## src/rtl/bit_pack_pkg.sv

```systemverilog
// Shared constants and the field mask helper for the bit packer.
package bit_pack_pkg;
   localparam int WORD_W  = 32;
   localparam int LEN_W   = 4;
   localparam int FIELD_W = 15;
   localparam int ACC_W   = WORD_W + FIELD_W;
   localparam int CNT_W   = 6;

   // Low 'len' bits set; computed one bit wider so len=15 yields 0x7FFF.
   function automatic logic [FIELD_W-1:0] field_mask(input logic [LEN_W-1:0] len);
      logic [FIELD_W:0] m;
      m = ({{FIELD_W{1'b0}}, 1'b1} << len) - {{FIELD_W{1'b0}}, 1'b1};
      return m[FIELD_W-1:0];
   endfunction
endpackage

```

## src/rtl/bit_pack_merge.sv

```systemverilog
// Combinational merge of one masked field into the accumulator above the
// current valid bits.
module bit_pack_merge
   import bit_pack_pkg::*;
(
   input  logic [46:0] acc,
   input  logic [5:0]  cnt,
   input  logic [14:0] field,
   input  logic [3:0]  len,
   output logic [46:0] acc_next,
   output logic [5:0]  cnt_next
);
   logic [ACC_W-1:0] ext;

   always_comb begin
      ext      = {{(ACC_W-FIELD_W){1'b0}}, field & field_mask(len)};
      acc_next = acc | (ext << cnt);
      cnt_next = cnt + {2'b00, len};
   end
endmodule

```

## src/rtl/bit_pack.sv

```systemverilog
// LSB-first bit packer: 0..15-bit fields in, 32-bit words out, flush drains the tail.
// Optional BIT_PACK_STATS_EN adds wordcnt/dropcnt statistics outputs.
module bit_pack
   import bit_pack_pkg::*;
(
   input  logic        clk,
   input  logic        rst,
   input  logic        pushin,
   input  logic [3:0]  lenin,
   input  logic [14:0] datain,
   input  logic        flush,
   output logic        ready,
   output logic        pushout,
   output logic [31:0] dataout,
   output logic [5:0]  bitsout
`ifdef BIT_PACK_STATS_EN
   ,
   output logic [15:0] wordcnt,
   output logic [7:0]  dropcnt
`endif
);
   logic [ACC_W-1:0] acc, acc_next;
   logic [CNT_W-1:0] cnt, cnt_next;
   logic             flush_pend;
   logic             accept;
   logic [LEN_W-1:0] eff_len;
   logic             emit_now;

   // ready is only withdrawn while the second half of a split flush is pending.
   assign ready    = ~flush_pend;
   assign accept   = pushin & ready;
   assign eff_len  = accept ? lenin : '0;
   assign emit_now = flush_pend | (flush & (cnt_next != '0)) | (cnt_next >= 6'd32);

   bit_pack_merge u_merge (
      .acc      (acc),
      .cnt      (cnt),
      .field    (datain),
      .len      (eff_len),
      .acc_next (acc_next),
      .cnt_next (cnt_next)
   );

   always_ff @(posedge clk) begin
      if (rst) begin
         acc        <= '0;
         cnt        <= '0;
         flush_pend <= 1'b0;
         pushout    <= 1'b0;
         dataout    <= '0;
         bitsout    <= '0;
      end else begin
         pushout <= 1'b0;
         bitsout <= '0;
         if (flush_pend) begin
            // Bits above cnt are always zero, so the tail is already padded.
            pushout    <= 1'b1;
            dataout    <= acc[WORD_W-1:0];
            bitsout    <= cnt;
            acc        <= '0;
            cnt        <= '0;
            flush_pend <= 1'b0;
         end else if (flush && cnt_next != '0) begin
            pushout <= 1'b1;
            dataout <= acc_next[WORD_W-1:0];
            if (cnt_next > 6'd32) begin
               bitsout    <= 6'd32;
               acc        <= acc_next >> WORD_W;
               cnt        <= cnt_next - 6'd32;
               flush_pend <= 1'b1;
            end else begin
               bitsout <= cnt_next;
               acc     <= '0;
               cnt     <= '0;
            end
         end else if (cnt_next >= 6'd32) begin
            pushout <= 1'b1;
            dataout <= acc_next[WORD_W-1:0];
            bitsout <= 6'd32;
            acc     <= acc_next >> WORD_W;
            cnt     <= cnt_next - 6'd32;
         end else begin
            acc <= acc_next;
            cnt <= cnt_next;
         end
      end
   end

`ifdef BIT_PACK_STATS_EN
   always_ff @(posedge clk) begin
      if (rst) begin
         wordcnt <= '0;
         dropcnt <= '0;
      end else begin
         if (emit_now)
            wordcnt <= wordcnt + 16'd1;
         if (pushin && !ready && dropcnt != 8'hFF)
            dropcnt <= dropcnt + 8'd1;
      end
   end
`endif
endmodule
```

## config.mk

```make
export PLATFORM = sky130hd
export DESIGN_NAME = bit_pack
export DESIGN_NICKNAME = d
export VERILOG_FILES = /design/src/rtl/bit_pack_pkg.sv /design/src/rtl/bit_pack_merge.sv /design/src/rtl/bit_pack.sv
export SDC_FILE = /design/constraint.sdc
export NUM_CORES = 1
export LEC_CHECK = 0
export ABC_AREA = 1
export CORE_ASPECT_RATIO = 1.25
export CORE_MARGIN = 2
export CORE_UTILIZATION = 50
export DETAILED_ROUTE_END_ITERATION = 10
export PLACE_DENSITY = 0.73
export SYNTH_ARGS = -nofsm -noshare
export SYNTH_HDL_FRONTEND = slang
export SYNTH_SLANG_ARGS = --single-unit
```

## constraint.sdc

```tcl
create_clock -name clk -period 6.32 [get_ports clk]
set_input_delay 1.264 -clock clk [delete_from_list [all_inputs] [get_ports clk]]
set_output_delay 1.264 -clock clk [all_outputs]
set_load 0.02 [all_outputs]
```

==> flow_summary.toml, run 1 <==
[run_status]
run_status = "finished clean"

[logic_synthesis]
post-synth-top-area-fraction_pct = 35.09
synth_commonest_cells = "nand2_1, nand3_1, dfxtp_1"
synth-warning-count = 0
synth_cell_types = 45
synth_async_sr_flop_share_pct = 0
average_footprint_of_a_synthesized_cell_um2 = 6.432
ys_top_cells_by_area = "dfxtp_1, nand2_1, nand3_1"
synth-edff-count = 0
syn-cell-area_um2 = 5306
yosys_register_bits = 93
synth_area_leader_cell = "dfxtp_1"
dominantRegCellSynth = "dfxtp_1"
post_synth_inst_count = 825
synth_most_common_cell = "nand2_1"
synth.net_count = 854
synth_seq_area_share_pct = 35.09

[clocking]
clock_tree.root_cell = "clkbuf_16"
post_cts_resize_count = 0
clock_path_buffers = 2
clock_sink_count = 93
clock_latency_at_the_later_pin_of_the_worst_skew_pair_ps = 350
path_clk_slew_ps = 70
cts_tree = "done"
cts_max_level = 3
tritoncts.num_buffers = 9
post-cts-setup-buffers = 0
cts-hold-fix-buffers = 0

[sta]
achievable-frequency_ghz = 0.2211
fin_worst_skew_ps = 7.976
setup-tns-final_ps = 0
period_share_pct = 71.55
rsz0062_at_grt = "false"
timing_max_transition_violations_final = 0
timing.max_slew.rel_slack_pct = 18.72
worstMarginPinSlew_ps = 1217
finalHoldViolations = 0
setup_violations = 0
period_needed_ps = 4522

[global_routing]
grt_pass1_wl_um = 24920
grt_max_degree = 51
grt.overflow.total = 0
number_of_antenna_violations_at_the_first_check_in_global_routing = 0
gr-usage-all-layers_pct = 27.42
vias_in_the_first_global_route = 5272

[route]
routed_wire_length_per_instance_um = 15.05
wl_um = 15070
firstDrtPassIters = 9
remaining_drc_errors = 0
num_vias = 5467
routed_via_density = 5.462
drt.antenna.violating_nets = 0
initialDrtViolationCount = 502

[worst_setup_path]
endpoint_kind = "register"
worstReg2RegStart = "flush_pend$_SDFF_PP0_"
critical_path_class = "in -> reg"
worst_reg2reg_path_length_in_cells = 16
cp_data_required_time_ps = 6560
critPathArrivalTime_ps = 4760
critPathLaunch = "pushin"
ff2ff_setup_slack_ps = 1870
cp-start-kind = "input port"
peak_fanout_along_the_critical_path = 27
worstReg2RegEnd = "dataout[5]$_SDFFE_PP0P_"

[final_layout]
final-seq-area_um2 = 1862
antenna-diode-count = 0
post-route-util_pct = 59.38
nNetsFinal = 893
fillers = 1046
multi_input_area_um2 = 2884
syn_to_final_growth_pct = 17.02
layout-drive-gt1-share_pct = 6.559
layout.cells.non_filler = 1001

[job]
drv_cap = 0

[floorplanning]
die_x_um = 96.14
fp.dieArea_um2 = 11460
die_h_um = 119.2
placementRows = 42
floorplan.io_pins = 63
start_util_pct = 50.74
core_area_um2 = 10460

[power_and_ir_drop]
vdd.ir_drop.worst_v = 0.0001409
p_leak_nw = 2.902
report.power.total_mw = 1.593
power_density_nw_per_um2 = 256.6

[worst_hold_path]
holdPathStages = 2
whs_endpoint = "dataout[20]$_SDFFE_PP0P_"
hp-start = "dataout[20]$_SDFFE_PP0P_"
hp-class = "reg -> reg"

[placement]
placed_cells_incl_taps = 985
dp.final_hpwl_um = 10760
buffer_ports.inserted = 62
gpl.final_weighted_congestion = 0.8848
==> where the power goes <==
part	switching, mW	total, mW	leakage, nW	internal (mW)
Sequential	0.0254	0.645	0.754	0.620
Combinational	0.293	0.433	2.02	0.140
Clock	0.237	0.515	0.128	0.278
==> cell type report <==
| class | instances | share of cell area (%) |
|---|---|---|
| multi-input combinational | 598 | 46.44 |
| sequential | 93 | 29.98 |
| timing repair buffer | 68 | 10.72 |
| inverter | 94 | 5.702 |
| clock buffer | 11 | 3.909 |
| tap | 132 | 2.660 |
| clock inverter | 5 | 0.5843 |
==> routing by layer <==
layer	share of wire (%)	routed length [um]	GRT usage (%)	vias up
met5	0	0	0	-
met4	2.2	330	10.27	0
met3	6.0	898	4.617	23
met2	48	7304	45.27	185
met1	43	6533	35.29	2498
li1	-	-	-	2761
==> sequential cells by signal (all words and copies together) (netlist names) <==
name / cells
cnt: 6
dataout: 32
acc: 47
pushout: 1
bitsout: 6
flush_pend: 1
==> cell families (layout without fill, tap and decap cells) <==
| logic type | Yosys count | in the layout | synth area share [%] |
|---|---|---|---|
| simple gates | 480 | 480 | 40.25 |
| fa+ha+maj | 6 | 6 | 1.556 |
| compound gates | 108 | 108 | 11.84 |
| buf+inv | 134 | 178 | 10.56 |
| flops | 93 | 93 | 35.09 |
| other cells | 1 | 1 | 0.07067 |
| xor+xnor | 3 | 3 | 0.6368 |
==> placed cells by master, fill, tap and decap left out, types with 3 or more instances in the layout <==
master / count
nand2_1: 262
nand3_1: 124
dfxtp_1: 93
inv_1: 85
clkdlybuf4s50_1: 62
a21oi_1: 53
nor2_1: 41
nand4_1: 27
o21ai_1: 15
o21ai_0: 10
clkbuf_16: 9
inv_2: 8
nand2_2: 7
a31oi_1: 7
o21bai_1: 6
buf_4: 6
nor2_4: 5
o211ai_1: 5
ha_1: 5
nor2_2: 4
a21oi_2: 3
clkinvlp_4: 3
==> worst max path at each step <==
stage,cells after the start,endpoint
after floorplan,18,acc[19]$_SDFF_PP0_
after global placement,16,dataout[0]$_SDFFE_PP0P_
after detailed placement,17,dataout[5]$_SDFFE_PP0P_
after CTS,17,dataout[5]$_SDFFE_PP0P_
after global routing,17,dataout[5]$_SDFFE_PP0P_
final,17,dataout[5]$_SDFFE_PP0P_
==> metrics by stage <==
| stage | hold slack, ps | worst slack, ps | area (um2) |
|---|---|---|---|
| 6_report | 451.9 | 1798 | 6210 |
| 3_3_place_gp | 437.0 | 1684 | 5931 |
| 2_1_floorplan | 435.9 | 2778 | 5306 |
| 5_1_grt | 473.6 | 1529 | 6210 |
| 3_5_place_dp | 437.9 | 1503 | 5931 |
| 4_1_cts | 456.0 | 1865 | 6210 |
==> critical path, cell delays in order <==
cell	delay [ps]
clkdlybuf4s50_1	590
inv_2	70
nor2_4	180
nand2_2	200
clkinv_2	160
ha_1	320
a21oi_1	150
o21ai_0	110
xor2_1	180
nor2_1	290
a21oi_2	120
inv_2	90
nand3_2	110
nand2_2	500
inv_2	170
o211ai_1	150
nand2_1	80
No activity file was read; power rests on OpenSTA's default activity.
==> run 2, diff against run 1 <==
- clock period: 6.32 -> 4.7 ns (I/O delays scaled with it)
==> flow_summary.toml, run 2 (same netlist as run 1, synthesis figures left out) <==
[clocking]
clock_latency_at_the_later_pin_of_the_worst_skew_pair_ps = 340
post-cts-setup-buffers = 0
clock_sink_count = 93
cts-hold-fix-buffers = 0
clock_path_buffers = 2
clock_tree.root_cell = "clkbuf_16"
cts_tree = "done"
path_clk_slew_ps = 60
cts_max_level = 3
tritoncts.num_buffers = 9
post_cts_resize_count = 0

[sta]
setup-tns-final_ps = 0
fin_worst_skew_ps = 5.916
worstMarginPinSlew_ps = 911.4
timing_max_transition_violations_final = 0
finalHoldViolations = 0
rsz0062_at_grt = "false"
period_needed_ps = 4090
achievable-frequency_ghz = 0.2445
setup_violations = 0
period_share_pct = 87.02
timing.max_slew.rel_slack_pct = 39.17

[floorplanning]
start_util_pct = 50.74
fp.dieArea_um2 = 11460
core_area_um2 = 10460
die_x_um = 96.14
placementRows = 42
die_h_um = 119.2
floorplan.io_pins = 63

[power_and_ir_drop]
p_leak_nw = 2.950
vdd.ir_drop.worst_v = 0.0002197
power_density_nw_per_um2 = 351.8

[final_layout]
multi_input_area_um2 = 2884
fillers = 989
largest_register_by_flop_count = "acc"
layout_top_registers = "acc (47), dataout (32)"
antenna-diode-count = 0
layout_common_cells = "nand2_1, nand3_1, dfxtp_1, inv_1, clkdlybuf4s50_1"
largest_reg_flops = 47
post-route-util_pct = 60.06
final_design_area_no_fill_um2 = 6281
syn_to_final_growth_pct = 18.37
layout-drive-gt1-share_pct = 7.094
most_frequent_standard_cell_in_the_layout_excluding_fill_and_tap_cells = "nand2_1"
nNetsFinal = 898
final-seq-area_um2 = 1862

[route]
remaining_drc_errors = 0
wl_um = 14890
routed_wire_length_per_instance_um = 14.80
firstDrtPassIters = 8
routed_via_density = 5.453
num_vias = 5486
initialDrtViolationCount = 430
drt.antenna.violating_nets = 0

[global_routing]
number_of_antenna_violations_at_the_first_check_in_global_routing = 0
grt_pass1_wl_um = 24230
gr-usage-all-layers_pct = 26.61
grt.overflow.total = 0
vias_in_the_first_global_route = 5251
grt_max_degree = 51

[worst_setup_path]
ff2ff_setup_slack_ps = 1160
critPathArrivalTime_ps = 4320
cp_data_required_time_ps = 4930
worst_reg2reg_path_length_in_cells = 15
cp-start-kind = "input port"
peak_fanout_along_the_critical_path = 27
critPathMaxStageDelay_ps = 580
critical_path_class = "in -> reg"
crit_path_frequent_cell = "inv_2"
cp_max_stage_cell = "clkdlybuf4s50_1"
worstReg2RegEnd = "dataout[0]$_SDFFE_PP0P_"
cp_cell_sequence = "clkdlybuf4s50_1 > inv_2 > nor2_4 > nand2_2 > clkinv_2 > ha_1 > a21oi_1 > o21ai_0 > xor2_1 > nor2_1 > a21oi_2 > inv_2 > nand3_2 > nand2_2 > inv_2 > a22o_1"
worstReg2RegStart = "flush_pend$_SDFF_PP0_"
endpoint_kind = "register"
critPathLaunch = "pushin"

[placement]
buffer_ports.inserted = 62
post_dp_cell_area_um2 = 5968
gpl.final_weighted_congestion = 0.9467
dp.final_hpwl_um = 10570

[worst_hold_path]
holdPathStages = 2
hp-start = "dataout[8]$_SDFFE_PP0P_"
hp-class = "reg -> reg"
whs_endpoint = "dataout[8]$_SDFFE_PP0P_"

[run_status]
run_status = "finished clean"

[job]
drv_cap = 0
-- run 2: layout make-up --
class	count	area share [%]
tap	132	2.629
clock buffer	13	4.303
sequential	93	29.64
inverter	94	5.637
clock inverter	3	0.6773
timing repair buffer	73	11.20
multi-input combinational	598	45.92
-- run 2: worst max path at each step --
| stage | cells past startpoint | end |
|---|---|---|
| finish | 16 | dataout[0]$_SDFFE_PP0P_ |
| global route | 17 | dataout[4]$_SDFFE_PP0P_ |
| CTS | 16 | dataout[0]$_SDFFE_PP0P_ |
| detailed placement | 16 | dataout[0]$_SDFFE_PP0P_ |
| global placement | 16 | dataout[0]$_SDFFE_PP0P_ |
| floorplan | 18 | acc[19]$_SDFF_PP0_ |
-- run 2: per-layer routing --
layer	share of wire (%)	routed length, um	vias up	global-route usage, %
li1	-	-	2777	-
met4	3.6	533	0	13.13
met3	5.8	859	36	4.364
met1	44	6517	2492	33.37
met2	47	6979	181	43.45
met5	0	0	-	0
-- run 2: critical path, delay by kind of cell --
| family | cells | cell delay [ps] |
|---|---|---|
| XOR/XNOR | 1 | 190 |
| AO/OA/AOI/OAI | 4 | 580 |
| buffers and inverters | 5 | 1040 |
| adder cells (fa/ha/maj) | 1 | 310 |
| AND/OR/NAND/NOR | 5 | 1230 |
-- run 2: report_power, final --
part           internal [mW]  switching, mW
registers              0.833         0.0216
logic                  0.193          0.407
clock network          0.455          0.299
-- run 2: metrics by stage --
stage / total power, mW / cells / worst slack [ps] / hold WS, ps
global route: 2.319 / 1006 / 272.0 / 472.3
floorplan: 1.287 / 825 / 1482 / 435.9
finish: 2.209 / 1006 / 610.0 / 449.5
global placement: 1.455 / 990 / 423.0 / 438.5
CTS: 2.216 / 1006 / 610.9 / 454.9
detailed placement: 1.464 / 990 / 251.5 / 440.4
